===== config.mk =====
export PLATFORM = sky130hd
export DESIGN_NAME = cpu4_wb
export DESIGN_NICKNAME = d
export VERILOG_FILES = /design/src/rtl/cpu4_pkg.sv /design/src/rtl/cpu4_wb_ldfmt.sv /design/src/rtl/cpu4_wb.sv
export SDC_FILE = /design/constraint.sdc
export NUM_CORES = 1
export LEC_CHECK = 0
export BUFFER_PORTS_ARGS = -buffer_cell sky130_fd_sc_hd__buf_4
export CORE_MARGIN = 5
export CORE_UTILIZATION = 52
export CTS_CLUSTER_SIZE = 30
export DETAILED_ROUTE_END_ITERATION = 16
export PLACE_DENSITY_LB_ADDON = 0.08
export SYNTH_ARGS = -nofsm -noshare
export SYNTH_HDL_FRONTEND = slang
export SYNTH_SLANG_ARGS = --single-unit

===== constraint.sdc =====
create_clock -name clk -period 12.2 [get_ports clk]
set_clock_uncertainty 0.15 [all_clocks]
set_input_delay 2.44 -clock clk [delete_from_list [all_inputs] [get_ports clk]]
set_output_delay 2.44 -clock clk [all_outputs]
set_load 0.05 [all_outputs]

===== src/rtl/cpu4_pkg.sv =====
// Shared write-back types and constants: register file geometry, load funct3 codes and the buffered-write entry.
package cpu4_pkg;
  localparam int XLEN      = 32;
  localparam int REG_IDX_W = 5;

  localparam logic [2:0] F3_LB  = 3'b000;
  localparam logic [2:0] F3_LH  = 3'b001;
  localparam logic [2:0] F3_LW  = 3'b010;
  localparam logic [2:0] F3_LBU = 3'b100;
  localparam logic [2:0] F3_LHU = 3'b101;

  typedef struct packed {
    logic [REG_IDX_W-1:0] rd;
    logic [XLEN-1:0]      data;
  } wb_ent_t;
endpackage


===== src/rtl/cpu4_wb_ldfmt.sv =====
// Load formatter: picks the byte/half from the aligned word and extends it; purely combinational, no flow control.
module cpu4_wb_ldfmt
  import cpu4_pkg::*;
(
  input  logic [2:0]      funct3,
  input  logic [1:0]      addr_lo,
  input  logic [XLEN-1:0] raw,
  output logic [XLEN-1:0] data
);
  logic [7:0]  b;
  logic [15:0] h;

  always_comb begin
    b = 8'(raw >> {addr_lo, 3'b000});
    h = addr_lo[1] ? raw[31:16] : raw[15:0];
    case (funct3)
      F3_LB:   data = {{(XLEN-8){b[7]}}, b};
      F3_LBU:  data = {{(XLEN-8){1'b0}}, b};
      F3_LH:   data = {{(XLEN-16){h[15]}}, h};
      F3_LHU:  data = {{(XLEN-16){1'b0}}, h};
      default: data = raw;
    endcase
  end
endmodule


===== src/rtl/cpu4_wb.sv =====
// Write-back arbiter: load > buffered ALU > bypassed ALU, one registered regfile write per cycle (1-cycle latency); optional CPU4_WB_FWD_EN forwards the write to rs1/rs2.
// Backpressure: alu_ready drops while the ALU buffer is full (even if it pops that cycle); loads are never stalled.
module cpu4_wb
  import cpu4_pkg::*;
#(
  parameter int FIFO_DEPTH = 2
) (
  input  logic                 clk,
  input  logic                 resetn,
  input  logic                 alu_valid,
  output logic                 alu_ready,
  input  logic [REG_IDX_W-1:0] alu_rd,
  input  logic [XLEN-1:0]      alu_data,
  input  logic                 ld_valid,
  input  logic [REG_IDX_W-1:0] ld_rd,
  input  logic [2:0]           ld_funct3,
  input  logic [1:0]           ld_addr_lo,
  input  logic [XLEN-1:0]      ld_data,
  output logic                 wen,
  output logic [REG_IDX_W-1:0] rdidx,
  output logic [XLEN-1:0]      rddata,
  input  logic [REG_IDX_W-1:0] rs1idx,
  input  logic [REG_IDX_W-1:0] rs2idx,
  input  logic [XLEN-1:0]      rs1data_rf,
  input  logic [XLEN-1:0]      rs2data_rf,
  output logic [XLEN-1:0]      rs1data,
  output logic [XLEN-1:0]      rs2data,
  output logic                 busy
);
  localparam int PW = (FIFO_DEPTH > 1) ? $clog2(FIFO_DEPTH) : 1;
  localparam int CW = $clog2(FIFO_DEPTH + 1);

  wb_ent_t         mem [FIFO_DEPTH];
  logic [PW-1:0]   wr_ptr, rd_ptr;
  logic [CW-1:0]   count;
  logic            out_of_reset;
  logic [XLEN-1:0] ld_fmt;
  wb_ent_t         head, sel;
  logic            sel_vld, push, pop, alu_acc, fifo_empty;

  cpu4_wb_ldfmt u_ldfmt (
    .funct3  (ld_funct3),
    .addr_lo (ld_addr_lo),
    .raw     (ld_data),
    .data    (ld_fmt)
  );

  assign fifo_empty = (count == '0);
  assign alu_ready  = out_of_reset && (count != CW'(FIFO_DEPTH));
  assign alu_acc    = alu_valid && alu_ready;
  assign head       = mem[rd_ptr];
  assign busy       = wen || !fifo_empty;

  // An accepted ALU result that loses arbitration is buffered, never dropped.
  always_comb begin
    sel     = '0;
    sel_vld = 1'b0;
    push    = 1'b0;
    pop     = 1'b0;
    if (ld_valid) begin
      sel_vld   = 1'b1;
      sel.rd    = ld_rd;
      sel.data  = ld_fmt;
      push      = alu_acc;
    end else if (!fifo_empty) begin
      sel_vld = 1'b1;
      sel     = head;
      pop     = 1'b1;
      push    = alu_acc;
    end else if (alu_acc) begin
      sel_vld  = 1'b1;
      sel.rd   = alu_rd;
      sel.data = alu_data;
    end
  end

  always_ff @(posedge clk) begin
    if (push) mem[wr_ptr] <= '{rd: alu_rd, data: alu_data};
  end

  always_ff @(posedge clk or negedge resetn) begin
    if (!resetn) begin
      out_of_reset <= 1'b0;
      wen          <= 1'b0;
      rdidx        <= '0;
      rddata       <= '0;
      wr_ptr       <= '0;
      rd_ptr       <= '0;
      count        <= '0;
    end else begin
      out_of_reset <= 1'b1;
      wen          <= sel_vld && (sel.rd != '0);
      if (sel_vld) begin
        rdidx  <= sel.rd;
        rddata <= sel.data;
      end
      if (push) wr_ptr <= (wr_ptr == PW'(FIFO_DEPTH-1)) ? '0 : wr_ptr + PW'(1);
      if (pop)  rd_ptr <= (rd_ptr == PW'(FIFO_DEPTH-1)) ? '0 : rd_ptr + PW'(1);
      if (push && !pop)      count <= count + CW'(1);
      else if (pop && !push) count <= count - CW'(1);
    end
  end

`ifdef CPU4_WB_FWD_EN
  assign rs1data = (wen && rdidx == rs1idx && rs1idx != '0) ? rddata : rs1data_rf;
  assign rs2data = (wen && rdidx == rs2idx && rs2idx != '0) ? rddata : rs2data_rf;
`else
  logic unused_rs_idx;
  assign unused_rs_idx = ^{rs1idx, rs2idx};
  assign rs1data = rs1data_rf;
  assign rs2data = rs2data_rf;
`endif
endmodule


== After elaboration in Yosys (flattened, before gate mapping) ==
Memory sizes are Yosys's and may differ from the RTL's.
Index checks and enable logic that the tools add are counted.
Storage, ports and cells
  flip-flop bits (word level): 43
  bits in latches: 0
  RAM bits: 74
  bits in read-only memories: 0
  input bits: 157
  output and inout bits: 104
  word-level logic and storage cells: 48
  memories: 1
Memories
  mem: words 2, bits a word 37, rd ports 1, clocked after Yosys merged registers in 0, write ports 1, RTL line cpu4_wb.sv:33  | wb_ent_t mem [FIFO_DEPTH];
Cells by class
  add/subtract/negate cells: 4
  multiply operators: 0
  div/mod/pow operators: 0
  magnitude comparators: 0
  equality and inequality tests: 4
  shifts and indexed selects: 1
  multiplexer cells: 18
  bitwise logic cells: 0
  reductions and logical operators: 13
Operators with widths (count)
  $pmux 32 s4: 1
  $mux 37: 3
  $shr 32x5->8: 1
  $mux 16: 1
  $mux 1: 11
  $eq 3x3->1 const B: 2
  $logic_and 1x1->1: 5
  $reduce_bool 5->1: 1
  $mux 2: 2
  $eq 3x1->1 const B: 1
  $logic_not 1->1: 3
  $logic_not 3->1: 1
  $add 1x1->1 const B: 2
  $add 2x1->2 const B: 1
  $logic_not 2->1: 1
  $ne 2x2->1 const B: 1
  $reduce_bool 2->1: 1
  $sub 2x1->2 const B: 1
  $logic_or 1x1->1: 1

== Logic depth before layout (Yosys ltp) ==
Gate-level depths: netlist (run 1).
  depth in word-level cells: 9
  mapped depth: 7
  mapped depth without buffers: 5

== Hierarchy ==
A second synthesis (run 1) with hierarchy kept.
Unflattened totals
  cell total of the unflattened synthesis: 516
  area, all modules: 5886.9 um2
By module, submodules not included
  cpu4_wb: instances 1, cells each 407, area an instance 5258.8 um2, seq. area each 3298.2 um2
  cpu4_wb_ldfmt: instances 1, cells each 109, area an instance 628.1 um2, seq. area each 0.0 um2

== Worst setup path after synthesis (run 1) ==
Ideal clock, no wire load.
  path kind: input to register
  start: input port alu_valid
  end: memory mem[0][0] in the netlist's numbering, enable pin
  setup time: 0.477 ns
  arrival time: 5.665 ns
  required time: 11.573 ns
  slack: 5.908 ns
  stages: 5
  path buffers: 2
  path through: nand2_1 > or2_1 > clkbuf_1 > clkbuf_1 > nor3_1
On the way
  cells in the longest elaborated chain, start to end: 5
Ends and longest elaborated chain
  start, declared: RTL line cpu4_wb.sv:10  | input logic alu_valid,
  $logic_and 1x1->1 (*): RTL line cpu4_wb.sv:50  | assign alu_acc = alu_valid && alu_ready;
  $mux 1: RTL line cpu4_wb.sv:65  | end else if (!fifo_empty) begin
  $mux 1 (*): RTL line cpu4_wb.sv:60  | if (ld_valid) begin
  $mux 1 (*): RTL line cpu4_wb.sv:78  | if (push) mem[wr_ptr] <= '{rd: alu_rd, data: alu_data};
  $mux 1 (implied by the code) (*): RTL line cpu4_wb.sv:78
  end, declared: RTL line cpu4_wb.sv:33
Mark *: on every way between the ends. The rest lies on a longest branch, timed or not.

== Worst setup path after layout (run 1) ==
  start: input port rs1data_rf[23]
  end: output port rs1data[23]
RTL lines
  start, declared: RTL line cpu4_wb.sv:24  | input logic [XLEN-1:0] rs1data_rf,
  end, declared: RTL line cpu4_wb.sv:26  | output logic [XLEN-1:0] rs1data,
No word-level cell between the ends.

==> results of run 1 <==
==> per-stage QoR <==
step	worst slack, ns	area (sq um)	power (mW)	std cells	util
after global placement	7.17	6520	1.09	718	0.574
after floorplan	5.91	6000	0.980	548	-
after global routing	7.17	7160	1.70	750	0.630
after CTS	7.17	7160	1.64	750	0.630
after detailed placement	7.17	6520	1.10	718	0.574
final	7.17	7160	1.63	750	0.630
==> cell usage after synthesis, drive strengths merged (3+ instances only) <==
cell type and instances:
a211oi 6, a21oi 34, a221oi 3, a31oi 13, and2 21, buf 77, clkbuf 23, dfrtp 43
edfxtp 74, mux2 8, mux2i 38, nand2 36, nor2 54, nor2b 5, nor3 4, nor4b 4
o211ai 7, o21a 18, o21ai 52, o22ai 5
==> sequential cells by signal, indices dropped and copies added, names as in the netlist <==
signal / cells
rddata: 32
out_of_reset: 1
mem: 74
wr_ptr: 1
rdidx: 5
rd_ptr: 1
count: 2
wen: 1
==> cell families (layout without fill, tap and decap cells) <==
kind of cell    count (synthesis)  in the layout
compound gates                147            147
xor+xnor                        2              2
buf+inv                       101            160
flops                         117            117
mux                            47             47
other cells                     1              1
simple gates                  133            133
==> routing by layer <==
layer / vias to the layer above / track usage / part of all wire
li1: 2002 / - / -
met5: - / 0 / 0
met4: 0 / 0.123 / 0.037
met2: 210 / 0.351 / 0.48
met3: 61 / 0.0582 / 0.074
met1: 2062 / 0.303 / 0.41
==> worst reg2reg max path: stages (launching register included) <==
cell	delay [ns]
dfrtp_1	0.67
nor2b_1	0.15
or2_1	0.26
buf_4	0.27
nor2_1	0.21
and2_2	0.86
==> worst max path at each step <==
stage | start | to | slack, ns
2_1_floorplan | alu_valid | mem[0][0]$_DFFE_PP_ | 5.91
4_1_cts | rs2data_rf[4] | rs2data[4] | 7.17
3_3_place_gp | rs2data_rf[4] | rs2data[4] | 7.17
3_5_place_dp | rs2data_rf[4] | rs2data[4] | 7.17
5_1_grt | rs1data_rf[23] | rs1data[23] | 7.17
6_report | rs1data_rf[23] | rs1data[23] | 7.17
==> layout make-up <==
cell class | instances | area, sq um
inverters | 1 | 3.75
fillers | 938 | 4210
repair buffers | 127 | 953
flip-flops and latches | 117 | 3300
well taps | 143 | 179
clock inverters | 9 | 148
clock buffers | 23 | 489
multi-input cells | 330 | 2090
==> power by group <==
group | internal [mW] | total (mW) | switching [mW]
registers | 0.501 | 0.563 | 0.0614
logic | 0.184 | 0.531 | 0.346
clock network | 0.363 | 0.532 | 0.169
==> cell usage in the layout (no fill, tap or decap), types with 9 or more instances in the layout <==
cell and n:
mux2i_1 38, a31oi_1 13, nor2_1 54, o21a_1 18, clkbuf_16 18, o21ai_1 12
a21oi_2 9, dfrtp_1 42, nand2_1 36, o21ai_0 40, edfxtp_1 74, and2_1 19
a21oi_1 25, buf_4 127
==> results.toml, run 1 <==
[critical_path]
cp_max_fo = 1
path_depth = 0
worstReg2RegStart = "count[0]$_DFFE_PN0P_"
critPathRequiredTime_ns = 9.61
path_class = "primary input to primary output"
start_kind = "primary input"
r2r_setup_slack_ns = 9.24
rr_endpoint = "mem[1][5]$_DFFE_PP_"
cp_data_arrival_time_ns = 2.44
cp-end-kind = "primary output"
ff2ff_path_depth = 5

[routing]
drtIter0Drc = 424
ant_nets = 0
via_per_inst = 5.78
vias = 4335
drt_drc_violations_left = 0
finalWirelength_microns = 15800
wl_per_cell_microns = 21.1
drt_first_pass_iters = 5

[sta]
relSlewSlack = 0.310
worst_slew_pin_slew_ns = 1.04
fin_crit_sh = 0.412
slew_viol_final = 0
hold_viol = 0
holdWs_ns = 0.333
clock.fmax_ghz = 0.199
rsz0062_at_grt = "no"
fin_setup_tns_ns = 0
setup_viol = 0
fin_crit_ns = 5.03

[synth]
syn_area_sq_um = 6000
yosysTopAreaCellShare = 0.370
synthAdderAreaFrac = 0
synthArstFlopShare = 0.368
yosysTopAreaCell = "edfxtp_1"
synth-xor-area-share = 0.00292
postSynthCellCount = 548
synth_area_per_cell_sq_um = 11.0
synth_edf_count = 74
ys_seq_elements = 117
synth_compound_area_frac = 0.155
syn_nets = 705
ys_warn_count = 0
synth_top_family_by_area = "compound AO/OA/AOI/OAI gates"
synthSimpleGateAreaFrac = 0.103
ys_seq_area_frac = 0.550
synth.area.mux_share = 0.0821
synth.distinct_cells = 48
yosys_most_used_dff = "edfxtp_1"
synth_area_leaders = "edfxtp_1 37%, dfrtp_1 18%, buf_4 8.0%"

[global_route]
grt_pass1_vias = 4491
track_usage = 0.230
grt.overflow.total = 0
grt_max_degree = 46
grt_pass1_wl_microns = 25100
antenna_found_initial = 0

[die]
die_height_microns = 117
rows = 39
io_pins = 261
coreArea_sq_um = 11400
fp.dieArea_sq_um = 13800
die-width_microns = 117
start_util = 0.528

[cts]
clk_path_buf_depth = 2
cts_buffers = 17
post_cts_resized = 0
clock_sinks = 117
clk_latency_ns = 0.41
clk_pin_slew_ns = 0.05
holdBufCountCts = 0
cts_setup_buffers = 0
root_buffer = "clkbuf_16"
htreeDepth = 4
cts_tree = "done"

[pwr]
p_per_area_nw_per_um2 = 227
ir_drop_mv = 0.130
cellLeakagePower_nw = 2.87

[final_layout]
syn2layout_area_growth_pct = 19.3
layout-drive-gt1-share = 0.295
nets = 751
antenna_cells = 0

[worst_hold_path]
hold_depth = 1
hp-start = "rdidx[2]$_DFFE_PN0P_"
min_path_type = "flip-flop to flip-flop"
min_to = "rdidx[2]$_DFFE_PN0P_"

[placed_design]
dp_hpwl_microns = 10500
port_buffers = 122
routabilityCongestion = 0.848

[run_status]
status = "finished clean"

[run]
maxCapViolations = 0
(Power assumes the default switching activity.)
==> inputs of run 2 (changes only) <==
--- a/config.mk
+++ b/config.mk
@@ -5,9 +5,10 @@
 export SDC_FILE = /design/constraint.sdc
 export NUM_CORES = 1
 export LEC_CHECK = 0
+export ABC_AREA = 1
 export BUFFER_PORTS_ARGS = -buffer_cell sky130_fd_sc_hd__buf_4
 export CORE_MARGIN = 5
-export CORE_UTILIZATION = 52
+export CORE_UTILIZATION = 49
 export CTS_CLUSTER_SIZE = 30
 export DETAILED_ROUTE_END_ITERATION = 16
 export PLACE_DENSITY_LB_ADDON = 0.08
==> constraint.sdc (replaced) <==
create_clock -name clk -period 4.7 [get_ports clk]
set_clock_uncertainty 0.15 [all_clocks]
set_input_delay 0.94 -clock clk [delete_from_list [all_inputs] [get_ports clk]]
set_output_delay 0.94 -clock clk [all_outputs]
set_load 0.05 [all_outputs]
==> run 2 against run 1 <==
Compared with the run above: die area up 11%; combinational power rose to 3.1 times the previous value; register-to-register slack worse by 7.3 ns; count of clock-buffer cells in the layout up 3; cell count up 35%; design area up 2.2%; synthesized area up 5.1%; synthesized cell count up 42%; flip-flop and latch count unchanged; clock power up 100%; first-iteration DRC count up 14%; critical path type is now flip-flop to primary output; largest cell class unchanged.
==> results.toml, run 2 <==
[run_status]
status = "finished clean"

[critical_path]
r2r_setup_slack_ns = 1.97
cp_slowest_cell = "dfrtp_1"
rr_endpoint = "mem[0][12]$_DFFE_PP_"
crit_end = "busy"
worstReg2RegStart = "count[0]$_DFFE_PN0P_"
cp_max_fo = 14
cp-startpoint = "count[1]$_DFFE_PN0P_"
cp-end-kind = "primary output"
critPathRequiredTime_ns = 3.61
max_stage_delay_ns = 0.46
path_common_cell = "buf_4"
cpLargestDelayFamily = "buffers and inverters"
path_depth = 5
start_kind = "flip-flop"
worstPathCellList = "nor2_2 -> buf_4 -> inv_1 -> or2_2 -> buf_4"
ff2ff_path_depth = 7
path_class = "flip-flop to primary output"
cp_data_arrival_time_ns = 2.01
cp_num_buf_inv = 3

[routing]
finalWirelength_microns = 18200
route.met3.wl_microns = 1660
ant_nets = 0
via_per_inst = 5.16
drt_first_pass_iters = 5
top_layer = "met4"
vias = 5223
m1WireLength_microns = 7030
drt_drc_violations_left = 0
drtIter0Drc = 485
wl_per_cell_microns = 18.0
wl_met2_microns = 9060

[die]
coreArea_sq_um = 12600
start_util = 0.500
rows = 41
fp.dieArea_sq_um = 15200
io_pins = 261
die_height_microns = 123
die-width_microns = 123

[synth]
synth_edf_count = 74
ys_seq_area_frac = 0.523
synth_most_common_cell = "nand2_1"
syn_area_sq_um = 6310
synth.distinct_cells = 26
syn_nets = 937
synth_area_per_cell_sq_um = 8.09
synth_area_leaders = "edfxtp_1 35%, nand2_1 19%, dfrtp_1 17%"
yosysTopAreaCellShare = 0.352
synthArstFlopShare = 0.368
synth_common_cells = "321 x nand2_1, 74 x edfxtp_1, 73 x buf_4"
ys_seq_elements = 117
yosys_most_used_dff = "edfxtp_1"
ys_warn_count = 0
yosysTopAreaCell = "edfxtp_1"
postSynthCellCount = 780

[cts]
root_buffer = "clkbuf_16"
holdBufCountCts = 0
post_cts_resized = 0
clk_latency_ns = 0.42
cts_setup_buffers = 0
htreeDepth = 4
cts_tree = "done"
clock_sinks = 117
clk_pin_slew_ns = 0.05
cts_buffers = 17
clk_path_buf_depth = 2

[pwr]
ir_drop_mv = 0.336
cellLeakagePower_nw = 3.43
p_per_area_nw_per_um2 = 578
power.total_mw = 4.23

[final_layout]
top_register = "mem"
antenna_cells = 0
n_fill_cell = 1190
largest_registers = "mem (74), rddata (32), rdidx (5)"
nets = 984
largest_reg_flops = 74
final_cell_mix = "321 x nand2_1, 129 x buf_4, 74 x edfxtp_1"
syn2layout_area_growth_pct = 16.0
final_common_cell = "nand2_1"
layout.cells.non_filler = 1012
layout-drive-gt1-share = 0.201

[sta]
fin_crit_ns = 3.10
fin_ws_ns = 1.60
slew_viol_final = 0
fin_crit_sh = 0.661
setup_viol = 0
fin_setup_tns_ns = 0
relSlewSlack = 0.354
clock.fmax_ghz = 0.322
worst_slew_pin_slew_ns = 0.967
hold_viol = 0
rsz0062_at_grt = "no"

[placed_design]
port_buffers = 122
placedCellCount = 980
routabilityCongestion = 0.939
dp_hpwl_microns = 12500
place_ws_ns = 1.44

[global_route]
track_usage = 0.245
grt_max_degree = 44
antenna_found_initial = 0
grt_pass1_wl_microns = 27800
grt_pass1_vias = 5106
grt.overflow.total = 0

[worst_hold_path]
min_path_type = "flip-flop to flip-flop"
hold_depth = 2

[run]
maxCapViolations = 0
## run 2: cell type report
cell class | count | area, sq um | area share
timing repair buffer | 129 | 968 | 0.132
inverter | 31 | 116 | 0.0159
clock buffer | 26 | 459 | 0.0628
sequential | 117 | 3300 | 0.451
clock inverter | 6 | 32.5 | 0.00445
multi-input combinational | 531 | 2230 | 0.304
tap | 172 | 215 | 0.0294
## run 2: how the worst min path moves through the flow
stage | startpoint | endpoint
final | rdidx[4]$_DFFE_PN0P_ | rdidx[4]$_DFFE_PN0P_
after global routing | rdidx[4]$_DFFE_PN0P_ | rdidx[4]$_DFFE_PN0P_
after CTS | rdidx[4]$_DFFE_PN0P_ | rdidx[4]$_DFFE_PN0P_
after detailed placement | rdidx[4]$_DFFE_PN0P_ | rdidx[4]$_DFFE_PN0P_
after global placement | rdidx[0]$_DFFE_PN0P_ | rdidx[0]$_DFFE_PN0P_
after floorplan | wr_ptr$_DFFE_PN0N_ | wr_ptr$_DFFE_PN0N_
## run 2: kinds of logic (layout without fill, tap and decap cells)
kind of cell | count (synthesis) | in the layout | share of synthesized area
buffers and inverters | 132 | 192 | 0.127
flip-flops | 117 | 117 | 0.523
other | 1 | 1 | 0.000594
XOR/XNOR | 2 | 2 | 0.00278
AO/OA/AOI/OAI | 54 | 54 | 0.0432
AND/OR/NAND/NOR | 474 | 474 | 0.304
## run 2: tightest hold or removal path, cell delays in order, from the launching register on
cell     delay (ns)
dfrtp_1        0.35
nand2_1        0.05
nand2_1        0.05
## run 2: where the power goes
part / leakage [nW] / switching, mW / total, mW / internal (mW)
Clock: 0.240 / 0.429 / 1.09 / 0.666
Combinational: 1.99 / 1.19 / 1.66 / 0.470
Sequential: 1.20 / 0.135 / 1.47 / 1.34
## run 2: stage by stage
step	util	hold WS [ns]	area (sq um)
6_report	0.580	0.333	7320
5_1_grt	0.580	0.361	7320
4_1_cts	0.580	0.334	7320
3_5_place_dp	0.541	0.321	6820
3_3_place_gp	0.541	0.310	6820
2_1_floorplan	-	0.354	6310
## run 2: routing by layer
metal / up-vias / track usage
li1: 2524 / -
met1: 2429 / 0.303
met2: 214 / 0.401
met3: 56 / 0.0746
met4: 0 / 0.0962
met5: - / 0.0104
